<file path="config.mk">
export PLATFORM = sky130hd
export DESIGN_NAME = exwb_stage
export DESIGN_NICKNAME = d
export VERILOG_FILES = /design/src/rtl/core_pkg.sv /design/src/rtl/mem_timeout_ctr.sv /design/src/rtl/exwb_stage.sv
export SDC_FILE = /design/constraint.sdc
export NUM_CORES = 1
export LEC_CHECK = 0
export CAP_MARGIN = 5
export CORE_MARGIN = 1.5
export CORE_UTILIZATION = 29
export CTS_BUF_LIST = sky130_fd_sc_hd__clkbuf_8
export DETAILED_ROUTE_END_ITERATION = 8
export GPL_ROUTABILITY_DRIVEN = 1
export GPL_TIMING_DRIVEN = 0
export HOLD_SLACK_MARGIN = 0.03
export MAX_ROUTING_LAYER = met4
export PLACE_DENSITY = 0.6
export SYNTH_ARGS = -nofsm -noshare
export SYNTH_HDL_FRONTEND = slang
export SYNTH_SLANG_ARGS = --single-unit
</file>
<file path="constraint.sdc">
create_clock -name clk -period 2 [get_ports clk]
set_input_delay 0.6 -clock clk [delete_from_list [all_inputs] [get_ports clk]]
set_output_delay 0.6 -clock clk [all_outputs]
set_load 0.005 [all_outputs]
</file>
<file path="src/rtl/core_pkg.sv">
// Shared core types and widths used by the EX/WB stage, forwarding unit and register file.
package core_pkg;
    localparam int DATA_W = 10;
    localparam int REG_AW = 3;
    localparam int ADDR_W = 8;

    typedef logic [REG_AW-1:0] reg_addr_t;
    typedef logic [DATA_W-1:0] data_t;

    typedef enum logic {
        IDLE = 1'b0,
        REQ  = 1'b1
    } exwb_state_t;
endpackage

</file>
<file path="src/rtl/mem_timeout_ctr.sv">
// Cycle counter bounding how long a load waits for mem_ack; expired is high on count MEM_TIMEOUT-1.
// Saturates at the expiry value so a stuck enable cannot wrap the count.
module mem_timeout_ctr #(
    parameter int MEM_TIMEOUT = 16
) (
    input  logic clk,
    input  logic rst_n,
    input  logic clr,
    input  logic en,
    output logic expired
);
    localparam int CW = (MEM_TIMEOUT > 2) ? $clog2(MEM_TIMEOUT) : 1;

    logic [CW-1:0] count_q;
    logic [CW-1:0] count_d;

    assign expired = (count_q == CW'(MEM_TIMEOUT - 1));

    always_comb begin
        count_d = count_q;
        if (clr) begin
            count_d = '0;
        end else if (en && !expired) begin
            count_d = count_q + 1'b1;
        end
    end

    always_ff @(posedge clk or negedge rst_n) begin
        if (!rst_n) begin
            count_q <= '0;
        end else begin
            count_q <= count_d;
        end
    end
endmodule

</file>
<file path="src/rtl/exwb_stage.sv">
// EX->WB stage: registers ALU results in 1 cycle; loads run a req/ack read (min 2 cycles) with timeout.
// stall_out holds EX/ID while a load is outstanding; the stalled EX instruction is taken on return to IDLE.
module exwb_stage #(
    parameter int DATA_W      = core_pkg::DATA_W,
    parameter int REG_AW      = core_pkg::REG_AW,
    parameter int ADDR_W      = core_pkg::ADDR_W,
    parameter int MEM_TIMEOUT = 16
) (
    input  logic              clk,
    input  logic              rst_n,
    input  logic              ex_valid,
    input  logic              ex_is_load,
    input  logic              ex_reg_wr,
    input  logic [REG_AW-1:0] ex_dest_reg,
    input  logic [DATA_W-1:0] ex_result,
    input  logic              flush,
    output logic              stall_out,
    output logic              mem_req,
    output logic [ADDR_W-1:0] mem_addr,
    input  logic              mem_ack,
    input  logic [DATA_W-1:0] mem_rdata,
    output logic              mem_err,
    output logic              wb_wr,
    output logic [REG_AW-1:0] wb_dest_reg,
    output logic [DATA_W-1:0] wb_value
);
    import core_pkg::*;

    exwb_state_t       state_q, state_d;
    logic              wb_wr_q, wb_wr_d;
    logic [REG_AW-1:0] wb_dest_q, wb_dest_d;
    logic [DATA_W-1:0] wb_value_q, wb_value_d;
    logic              mem_req_q, mem_req_d;
    logic [ADDR_W-1:0] mem_addr_q, mem_addr_d;
    logic              mem_err_q, mem_err_d;
    logic [REG_AW-1:0] ld_dest_q, ld_dest_d;
    logic              ld_wr_q, ld_wr_d;
    logic              expired;

    // Count is held at zero in IDLE, so it starts fresh for every load.
    mem_timeout_ctr #(.MEM_TIMEOUT(MEM_TIMEOUT)) u_tmo (
        .clk     (clk),
        .rst_n   (rst_n),
        .clr     (state_q == IDLE),
        .en      ((state_q == REQ) && !mem_ack),
        .expired (expired)
    );

    always_comb begin
        state_d    = state_q;
        wb_wr_d    = 1'b0;
        wb_dest_d  = wb_dest_q;
        wb_value_d = wb_value_q;
        mem_req_d  = mem_req_q;
        mem_addr_d = mem_addr_q;
        mem_err_d  = 1'b0;
        ld_dest_d  = ld_dest_q;
        ld_wr_d    = ld_wr_q;
        case (state_q)
            IDLE: begin
                if (ex_valid && !flush) begin
                    if (ex_is_load) begin
                        state_d    = REQ;
                        mem_req_d  = 1'b1;
                        mem_addr_d = ex_result[ADDR_W-1:0];
                        ld_dest_d  = ex_dest_reg;
                        ld_wr_d    = ex_reg_wr;
                    end else begin
                        wb_wr_d    = ex_reg_wr;
                        wb_dest_d  = ex_dest_reg;
                        wb_value_d = ex_result;
                    end
                end
            end
            REQ: begin
                // Ack has priority over an expiry in the same cycle; flush is ignored here.
                if (mem_ack) begin
                    wb_wr_d    = ld_wr_q;
                    wb_dest_d  = ld_dest_q;
                    wb_value_d = mem_rdata;
                    mem_req_d  = 1'b0;
                    state_d    = IDLE;
                end else if (expired) begin
                    mem_req_d  = 1'b0;
                    mem_err_d  = 1'b1;
                    state_d    = IDLE;
                end
            end
        endcase
    end

    always_ff @(posedge clk or negedge rst_n) begin
        if (!rst_n) begin
            state_q    <= IDLE;
            wb_wr_q    <= 1'b0;
            wb_dest_q  <= '0;
            wb_value_q <= '0;
            mem_req_q  <= 1'b0;
            mem_addr_q <= '0;
            mem_err_q  <= 1'b0;
            ld_dest_q  <= '0;
            ld_wr_q    <= 1'b0;
        end else begin
            state_q    <= state_d;
            wb_wr_q    <= wb_wr_d;
            wb_dest_q  <= wb_dest_d;
            wb_value_q <= wb_value_d;
            mem_req_q  <= mem_req_d;
            mem_addr_q <= mem_addr_d;
            mem_err_q  <= mem_err_d;
            ld_dest_q  <= ld_dest_d;
            ld_wr_q    <= ld_wr_d;
        end
    end

    assign stall_out   = (state_q == REQ);
    assign mem_req     = mem_req_q;
    assign mem_addr    = mem_addr_q;
    assign mem_err     = mem_err_q;
    assign wb_wr       = wb_wr_q;
    assign wb_dest_reg = wb_dest_q;
    assign wb_value    = wb_value_q;
endmodule

</file>
# Word-level counts from Yosys, hierarchy flattened
# Index checks and enable logic that the tools add are counted.
totals:
  ff_bits: 33
  input_bits: 30
classes:
  n_addsub: 1
  eq_ne: 7
  muxes: 27
  n_bitwise: 1
  reduce_logical: 9
op_table:
  columns: ["operator", "n"]
  rows:
  - ["$mux 10", 3]
  - ["$pmux 10 s2", 1]
  - ["$mux 1", 14]
  - ["$mux 3", 3]
  - ["$reduce_and 3->1", 3]
  - ["$mux 4", 2]
  - ["$ne 2x2->1 const B", 4]
  - ["$pmux 1 s2", 3]
  - ["$pmux 3 s2", 1]
  - ["$add 4x1->4 const B", 1]
  - ["$eq 4x4->1 const B", 1]
  - ["$logic_and 1x1->1", 3]
  - ["$logic_not 1->1", 3]
  - ["$ne 3x2->1 const B", 1]
  - ["$ne 2x1->1 const B", 1]
  - ["$not 1->1", 1]

# Longest topological paths before layout
# Gate-level depths: netlist of the first run.
depth:
  depth_word: 5
  mapped_depth: 6

# By module
# Synthesis of the first run repeated with hierarchy kept, for this count alone.
hier_totals:
  cells_unflattened: 104
  area_unflattened_um2: 1564.0
modules_own_cells:
  columns: ["module", "n_inst", "cells_per_inst", "area_per_inst_um2", "seq_area_each_um2"]
  rows:
  - ["exwb_stage", 1, 84, 1335.0, 725.7]
  - ["mem_timeout_ctr", 1, 20, 229.0, 100.1]

# Worst setup path before layout of the first run
# Ideal clock, no wire load.
synth_timing:
  path_type: "input port to flip-flop"
  from: "in flush"
  to: "reg wb_dest_q[0] (netlist: wb_dest_reg[0])"
  t_arrival_ps: 1440
  path_slack_ps: 435
  cell_stages: 4
  n_path_buf: 1
  path_cell_list: "nor4b_4 a21o_4 buf_12 mux2_4"
synth_via:
  elab_chain_cells: 4
synth_lines:
  columns: ["item", "line", "text"]
  rows:
  - ["start: declaration", "exwb_stage.sv:16", "input logic flush,"]
  - ["$logic_not 1->1", "exwb_stage.sv:61", "if (ex_valid && !flush) begin"]
  - ["$logic_and 1x1->1", "exwb_stage.sv:61", null]
  - ["$ne 2x2->1 (no source line)", null, null]
  - ["$reduce_and 3->1 (no source line)", null, null]
  - ["end signal: assignment", "exwb_stage.sv:106", "wb_dest_q <= wb_dest_d;"]
  - ["end: declaration", "exwb_stage.sv:31", "logic [REG_AW-1:0] wb_dest_q, wb_dest_d;"]
# No other way between the ends.
# A chain may end at the register's enable or synchronous reset.

# Worst setup path in the final report of the first run
layout_timing:
  from: "in ex_is_load"
  to: "reg mem_addr_q[5] (netlist: mem_addr[5])"
layout_via:
  elab_chain_cells: 1
layout_lines:
  columns: ["item", "line", "text"]
  rows:
  - ["start: declaration", "exwb_stage.sv:12", "input logic ex_is_load,"]
  - ["$reduce_and 3->1 (no source line)", null, null]
  - ["end signal: assignment", "exwb_stage.sv:109", "mem_addr_q <= mem_addr_d;"]
  - ["end: declaration", "exwb_stage.sv:34", "logic [ADDR_W-1:0] mem_addr_q, mem_addr_d;"]
# No other way between the ends.

==> results.toml, run 1 <==
[synth]
synth-seq-area-share_pct = 52.22
synth_edf_count = 0
synthTopCellsByCount = "dfrtp_1, mux2_2, mux2_4"
synth_top_family_by_area = "multiplexers"
synth_nets = 134
synth_area_leaders = "dfrtp_1, mux2_4, mux2_2"
avgSynthCellArea_um2 = 15.35
syn_area_mm2 = 0.001582
yosysTopAreaCellShare_pct = 52.22
synth_adder_area_share_pct = 0.7911
yosysTopAreaCell = "dfrtp_1"
synth_compound_gate_area_share_pct = 4.589
yosysWarnings = 0
syn_inst = 103
yosysUniqueCellTypes = 26
synth_xor_area_share_pct = 0.5538
synthMuxAreaShare_pct = 31.33
synth-simple-area-share_pct = 5.696
synth-seq-cells = 33
synthFlopType = "dfrtp_1"
synth_most_common_cell = "dfrtp_1"
synthArstFlopShare_pct = 100.0

[power_and_ir_drop]
powerDensity_mw_per_mm2 = 867.7
vdd_drop_max_uv = 285.1
leakagePower_nw = 0.9852

[timing]
setup_viol = 0
hold_viol = 0
slew_viol_final = 0
worstMarginPinSlew_ns = 0.7346
period_minus_slack_ns = 1.931
fmax_mhz = 517.9
skew_ns = 0.008306
fin_crit_sh_pct = 96.54
grt_setup_unrepaired = "false"
tns_ns = 0
slew_headroom_pct = 51.03

[critical_path]
r2r-start = "stall_out$_DFF_PN0_"
crit_path_end_kind = "register"
path_class = "input pin to register"
cp-startpoint = "ex_is_load"
path_max_fanout = 10
cp-start-kind = "input pin"
crit_required_ns = 2.16
crit_arrival_ns = 2.09

[route]
drtIter0Drc = 34
wl_met2_um = 1696
wl_met3_um = 187
drc = 0
viasPerCell = 4.506
ant_nets = 0
drt-total-wl_um = 3457
wl_per_cell_um = 14.84
vias = 1050
m1WireLength_um = 1528
top_layer = "met4"
firstDrtPassIters = 3

[die]
core.rowCount = 26
die_w_um = 76.85
core-area_mm2 = 0.005172
ios = 55
start_util_pct = 30.58
fp.dieH_um = 76.85
fp.dieArea_mm2 = 0.005905

[finish]
regArea_um2 = 825.8
drive_gt1_share_pct = 33.74
area_growth_pct = 44.46
fillCellCount = 479
layoutNonFillerInstCount = 233
nNetsFinal = 195
n_antenna_cell = 0
stdcell_area_mm2 = 0.002285
multi_input_area_um2 = 685.7
largest_register_ffs = 10

[clock_tree]
cts_hold_repair.buffers = 0
clockBufferDepth = 2
cts-root-buf = "clkbuf_8"
cts_buffers = 5
post_cts_buffers = 0
cts_sinks = 33
post_cts_resize_count = 0
htree_levels = 2
clk_latency_ns = 0.28
clkSlewWorstSetupHoldPaths_ns = 0.07
cts_tree = "yes"

[run_status]
status = "complete, no violations"

[placed_design]
dp_hpwl_um = 2541
place_congestion = 0.7532
placed_cell_area_mm2 = 0.002205
dp_cells = 227
io_buffers = 54

[global_route]
overflow = 0
grt_pass1_vias = 1115
grt_use_total_pct = 12.70
grt_pass1_wl_um = 5685
antenna_found_initial = 0
grt_max_degree = 34

[min_path]
hp-class = "input pin to async pin"

[job]
cap_violations = 0
==> layout by cell type (no fill, tap or decap) <==
cell type	synthesis	final
a21oi_1	2	2
o211a_1	1	1
buf_4	1	1
nor4bb_2	0	1
and4b_1	1	1
o31ai_1	1	1
mux2_2	20	20
a21o_4	1	1
nor4b_4	1	1
dfrtp_1	33	33
buf_6	1	1
mux2_4	18	18
inv_1	2	2
buf_2	2	3
xor2_1	1	1
nor2_1	3	3
o21ai_0	1	1
and2_1	1	1
clkinv_2	0	1
nand3b_1	1	1
clkbuf_8	0	5
clkdlybuf4s50_1	0	53
nand2_1	3	3
a31oi_1	1	1
a32o_1	1	1
ha_1	1	1
a31o_2	1	1
buf_12	2	2
nand3_1	2	2
==> report_power, final <==
group / internal, mW / switching (mW) / total, mW
Combinational: 0.467 / 0.176 / 0.643
Sequential: 0.812 / 0.0776 / 0.890
Clock: 0.228 / 0.221 / 0.450
Total: 1.51 / 0.475 / 1.98
==> layout make-up <==
type	instances	share of cell area, %
sequential	33	36.14
multi-input combinational	62	30.01
timing repair buffer	54	23.44
tap	70	3.834
clock buffer	5	3.012
buffer	6	3.012
inverter	2	0.3286
clock inverter	1	0.2191
==> metal layers <==
metal | up-vias | global-route usage, %
li1 | 487 | -
met1 | 519 | 15.59
met2 | 40 | 19.82
met3 | 4 | 3.095
met4 | 0 | 5.556
met5 | - | -
==> critical path, stage by stage <==
cell	delay, ns
clkdlybuf4s50_1	0.52
nor4bb_2	0.30
buf_4	0.21
buf_12	0.15
mux2_4	0.30
==> per-stage QoR <==
| step | setup WS, ns | utilization (%) | hold slack (ns) | total power [mW] |
|---|---|---|---|---|
| after global routing | 0.02479 | 44.17 | 0.4456 | 2.092 |
| after detailed placement | -0.2161 | 42.62 | 0.4919 | 1.552 |
| after CTS | 0.07887 | 44.05 | 0.4040 | 2.014 |
| after floorplan | 0.4348 | - | 0.3044 | 1.175 |
| after global placement | -0.3051 | 42.72 | 0.4885 | 1.535 |
| final | 0.06917 | 44.17 | 0.3803 | 1.982 |
==> final timing paths <==
kind                                                  to  slack, ns  cells past startpoint
worst max-delay path             mem_addr[5]$_DFFE_PN0P_       0.07                      5
worst min-delay path                 stall_out$_DFF_PN0_       0.38                      1
worst max register to register   mem_addr[5]$_DFFE_PN0P_       0.38                      5
worst min register to register  ld_dest_q[0]$_DFFE_PN0P_       0.50                      1
max in group asynchronous        mem_addr[3]$_DFFE_PN0P_       1.15                      1
min in group clk                ld_dest_q[0]$_DFFE_PN0P_       0.50                      1
==> cells by family after synthesis <==
family          after synthesis
compound gates                9
xor+xnor                      1
fa+ha+maj                     1
buf+inv                       8
flops                        33
mux                          38
simple gates                 13
(Power assumes the default switching activity.)
==> run 2, diff against run 1 <==
--- a/config.mk
+++ b/config.mk
@@ -15,6 +15,8 @@
 export HOLD_SLACK_MARGIN = 0.03
 export MAX_ROUTING_LAYER = met4
 export PLACE_DENSITY = 0.6
+export SKIP_CTS_REPAIR_TIMING = 1
+export SLEW_MARGIN = 20
 export SYNTH_ARGS = -nofsm -noshare
 export SYNTH_HDL_FRONTEND = slang
 export SYNTH_SLANG_ARGS = --single-unit
==> constraint.sdc (replaced) <==
create_clock -name clk -period 2 [get_ports clk]
set_input_delay 0.6 -clock clk [delete_from_list [all_inputs] [get_ports clk]]
set_output_delay 0.6 -clock clk [all_outputs]
set_load 0.05 [all_outputs]
==> results.toml, run 2 (same netlist as run 1, synthesis figures left out) <==
[placed_design]
io_buffers = 54
place_ws_ns = -0.2161
place_congestion = 0.7532
dp_hpwl_um = 2541
dp_cells = 227

[timing]
slew_viol_final = 0
worstMarginPinSlew_ns = 0.7409
skew_ns = 0.008378
fin_crit_sh_pct = 96.43
tns_ns = 0
hold_viol = 0
fmax_mhz = 518.5
setup_ws_ns = 0.07140
setup_viol = 0
period_minus_slack_ns = 1.929
grt_setup_unrepaired = "false"
slew_headroom_pct = 50.61

[critical_path]
crit_path_end_kind = "register"
cp-start-kind = "input pin"
critPathTopFamily = "buffers and inverters"
crit_arrival_ns = 2.09
crit_required_ns = 2.16
crit_path_max_incr_delay_ns = 0.52
path_class = "input pin to register"
cpMaxStageDelayCell = "clkdlybuf4s50_1"
crit_chain = "clkdlybuf4s50_1, nor4bb_2, buf_4, buf_12, mux2_4"
path_max_fanout = 10
path_buf_inv = 3

[finish]
final_common_cell = "dfrtp_1"
final_cell_mix = "dfrtp_1, clkdlybuf4s50_1, dlymetal6s2s_1"
largest_register_ffs = 10
layoutNonFillerInstCount = 233
nNetsFinal = 195
area_growth_pct = 48.42
n_antenna_cell = 0
drive_gt1_share_pct = 33.74
final_core_util_pct = 45.38

[global_route]
antenna_found_initial = 0
grt_pass1_vias = 1115
grt_use_total_pct = 12.70
grt_max_degree = 34
grt_pass1_wl_um = 5685
overflow = 0

[job]
cap_violations = 0

[die]
start_util_pct = 30.58
fp.dieArea_mm2 = 0.005905
core.rowCount = 26
core-area_mm2 = 0.005172
ios = 55
die_w_um = 76.85
fp.dieH_um = 76.85

[route]
drc = 0
wl_per_cell_um = 15.16
firstDrtPassIters = 4
vias = 1054
drt-total-wl_um = 3533
viasPerCell = 4.524
drtIter0Drc = 29
ant_nets = 0

[clock_tree]
clk_latency_ns = 0.28
clockBufferDepth = 2
cts_tree = "yes"
cts_sinks = 33
clkSlewWorstSetupHoldPaths_ns = 0.06
htree_levels = 2
cts_buffers = 5
cts-root-buf = "clkbuf_8"

[power_and_ir_drop]
powerDensity_mw_per_mm2 = 1026
vdd_drop_max_uv = 399.8
switching_share_pct = 37.92
combPwrFrac_pct = 44.5
seqPwrFrac_pct = 36.7
clockPowerShare_pct = 18.8
switching_power_mw = 0.9132
leakagePower_nw = 1.250
internal_power_mw = 1.495

[min_path]
hp-class = "input pin to async pin"

[run_status]
status = "complete, no violations"
run 2: cell types whose count changed in the layout (fill, tap and decap cells not counted), sizes merged:
cell	change
dlymetal6s2s	+25
clkdlybuf4s50	-25
run 2: layout make-up:
type / count / area, µm²
inverter: 2 / 7.507
multi-input combinational: 62 / 685.7
sequential: 33 / 825.8
clock inverter: 1 / 5.005
buffer: 6 / 68.82
fill: 471 / 2825
timing repair buffer: 54 / 598.1
tap: 70 / 87.58
clock buffer: 5 / 68.82
run 2: worst paths after layout:
path | from | end | slack [ns] | depth (start not counted)
setup / recovery | ex_is_load | mem_addr[5]$_DFFE_PN0P_ | 0.07 | 5
hold / removal | rst_n | mem_addr[4]$_DFFE_PN0P_ | 0.38 | 1
setup reg to reg | stall_out$_DFF_PN0_ | mem_addr[5]$_DFFE_PN0P_ | 0.39 | 5
hold reg to reg | wb_value[4]$_DFFE_PN0P_ | wb_value[4]$_DFFE_PN0P_ | 0.50 | 1
max in group asynchronous | rst_n | mem_addr[3]$_DFFE_PN0P_ | 1.14 | 1
min in group clk | wb_value[4]$_DFFE_PN0P_ | wb_value[4]$_DFFE_PN0P_ | 0.50 | 1
run 2: power groups by stage:
stage	Sequential [mW]	Clock (mW)	Combinational, mW
finish	0.884	0.453	1.07
global route	0.905	0.497	1.12
floorplan	1.34	0	0.272
detailed placement	0.902	0	1.09
CTS	0.893	0.467	1.09
global placement	0.896	0	1.08
run 2: stage by stage:
| stage | power (mW) | area (µm²) | hold slack (ns) |
|---|---|---|---|
| global route | 2.519 | 2347 | 0.4459 |
| detailed placement | 1.991 | 2205 | 0.4919 |
| CTS | 2.453 | 2278 | 0.4040 |
| floorplan | 1.607 | 1582 | 0.3044 |
| finish | 2.408 | 2347 | 0.3830 |
| global placement | 1.973 | 2210 | 0.4885 |
run 2: worst register-to-register path, cell delays in order, from the launching register on:
cell and delay (ns):
dfrtp_1 0.39, buf_6 0.15, nor4bb_2 0.29, buf_4 0.21, buf_12 0.15, mux2_4 0.31
run 2: metal layers:
metal | track usage (%) | up-vias | routed length (µm)
met3 | 3.095 | 4 | 178
li1 | - | 490 | -
met2 | 19.82 | 40 | 1721
met4 | 5.556 | 0 | 45
met5 | - | - | 0
met1 | 15.59 | 520 | 1587
==> run 3, diff against run 2 <==
--- a/config.mk
+++ b/config.mk
@@ -16,7 +16,7 @@
 export MAX_ROUTING_LAYER = met4
 export PLACE_DENSITY = 0.6
 export SKIP_CTS_REPAIR_TIMING = 1
-export SLEW_MARGIN = 20
+export SLEW_MARGIN = 40
 export SYNTH_ARGS = -nofsm -noshare
 export SYNTH_HDL_FRONTEND = slang
 export SYNTH_SLANG_ARGS = --single-unit
==> results.toml, run 3 (same netlist as run 1, synthesis figures left out) <==
[die]
ios = 55
die_w_um = 76.85
core-area_mm2 = 0.005172
start_util_pct = 30.58
fp.dieH_um = 76.85
core.rowCount = 26
fp.dieArea_mm2 = 0.005905

[finish]
fillCellCount = 476
area_growth_pct = 50.08
final_cell_mix = "dfrtp_1, clkdlybuf4s50_1, dlymetal6s2s_1"
layoutNonFillerInstCount = 235
n_antenna_cell = 0
largest_register_ffs = 10
drive_gt1_share_pct = 33.33
nNetsFinal = 196
final_common_cell = "dfrtp_1"
final_core_util_pct = 45.89

[placed_design]
io_buffers = 54
place_congestion = 0.7532
dp_cells = 228
place_ws_ns = -0.2144
dp_hpwl_um = 2591

[critical_path]
r2r_cells = 5
crit_path_end_kind = "register"
cp-start-kind = "input pin"
cp-startpoint = "ex_is_load"
critPathTopFamily = "buffers and inverters"
path_buf_inv = 3
critical_path_depth = 5
crit_chain = "clkdlybuf4s50_1, nor4bb_1, buf_4, buf_12, mux2_4"
cpMaxStageDelayCell = "clkdlybuf4s50_1"
crit_required_ns = 2.16
crit_path_max_incr_delay_ns = 0.52
r2r-start = "stall_out$_DFF_PN0_"
crit_arrival_ns = 2.08
path_class = "input pin to register"
path_max_fanout = 10

[clock_tree]
cts-root-buf = "clkbuf_8"
clk_latency_ns = 0.28
cts_sinks = 33
clkSlewWorstSetupHoldPaths_ns = 0.07
htree_levels = 2
cts_tree = "yes"
clockBufferDepth = 2
cts_buffers = 5

[min_path]
hp-class = "input pin to async pin"

[timing]
hold_viol = 0
setup_ws_ns = 0.07982
setup_viol = 0
fin_crit_sh_pct = 96.01
worstMarginPinSlew_ns = 0.5348
fmax_mhz = 520.8
grt_setup_unrepaired = "false"
period_minus_slack_ns = 1.920
slew_viol_final = 0
slew_headroom_pct = 64.29
timing.hold.ws_ns = 0.1683
skew_ns = 0.009987

[global_route]
grt_pass1_wl_um = 5761
grt_max_degree = 26
overflow = 0
grt_pass1_vias = 1130
antenna_found_initial = 0
grt_use_total_pct = 12.93

[route]
drtIter0Drc = 37
ant_nets = 0
viasPerCell = 4.519
firstDrtPassIters = 4
wl_per_cell_um = 15.31
drt-total-wl_um = 3597
drc = 0
vias = 1062

[run_status]
status = "complete, no violations"

[power_and_ir_drop]
powerDensity_mw_per_mm2 = 1034
vdd_drop_max_uv = 425.2
leakagePower_nw = 1.267

[job]
cap_violations = 0
-- run 3: per-stage QoR --
stage	area [µm²]	power, mW	TNS, ns
3_5_place_dp	2225	1.997	-3.559
6_report	2374	2.455	0
4_1_cts	2311	2.504	-1.247
2_1_floorplan	1582	1.607	0
3_3_place_gp	2210	1.973	-13.25
5_1_grt	2374	2.575	0
-- run 3: metal layers --
metal	global-route usage, %	vias up	routed length [µm]
li1	-	492	-
met1	15.81	528	1646
met2	20.09	36	1739
met3	2.738	6	127
met4	6.667	0	83
met5	-	-	0
-- run 3: cell type report --
| type | count | area [µm²] | area share, % |
|---|---|---|---|
| well taps | 70 | 87.58 | 3.690 |
| plain buffers | 6 | 68.82 | 2.899 |
| repair buffers | 55 | 618.1 | 26.04 |
| inverters | 2 | 7.507 | 0.3163 |
| clock buffers | 6 | 82.58 | 3.479 |
| clock inverters | 1 | 3.754 | 0.1581 |
| multi-input cells | 62 | 679.4 | 28.62 |
| flip-flops and latches | 33 | 825.8 | 34.79 |
-- run 3: worst paths after layout --
path                                                 to  slack, ns
worst max-delay path            mem_addr[5]$_DFFE_PN0P_       0.08
min in group clk                mem_addr[1]$_DFFE_PN0P_       0.50
worst max register to register  mem_addr[5]$_DFFE_PN0P_       0.39
worst min-delay path                  mem_err$_DFF_PN0_       0.17
worst min register to register  mem_addr[1]$_DFFE_PN0P_       0.50
max in group asynchronous       mem_addr[3]$_DFFE_PN0P_       1.42
-- run 3: report_power, final --
group          internal, mW  switching, mW
combinational         0.458          0.616
sequential            0.812         0.0753
clock                 0.268          0.227
total                  1.54          0.918
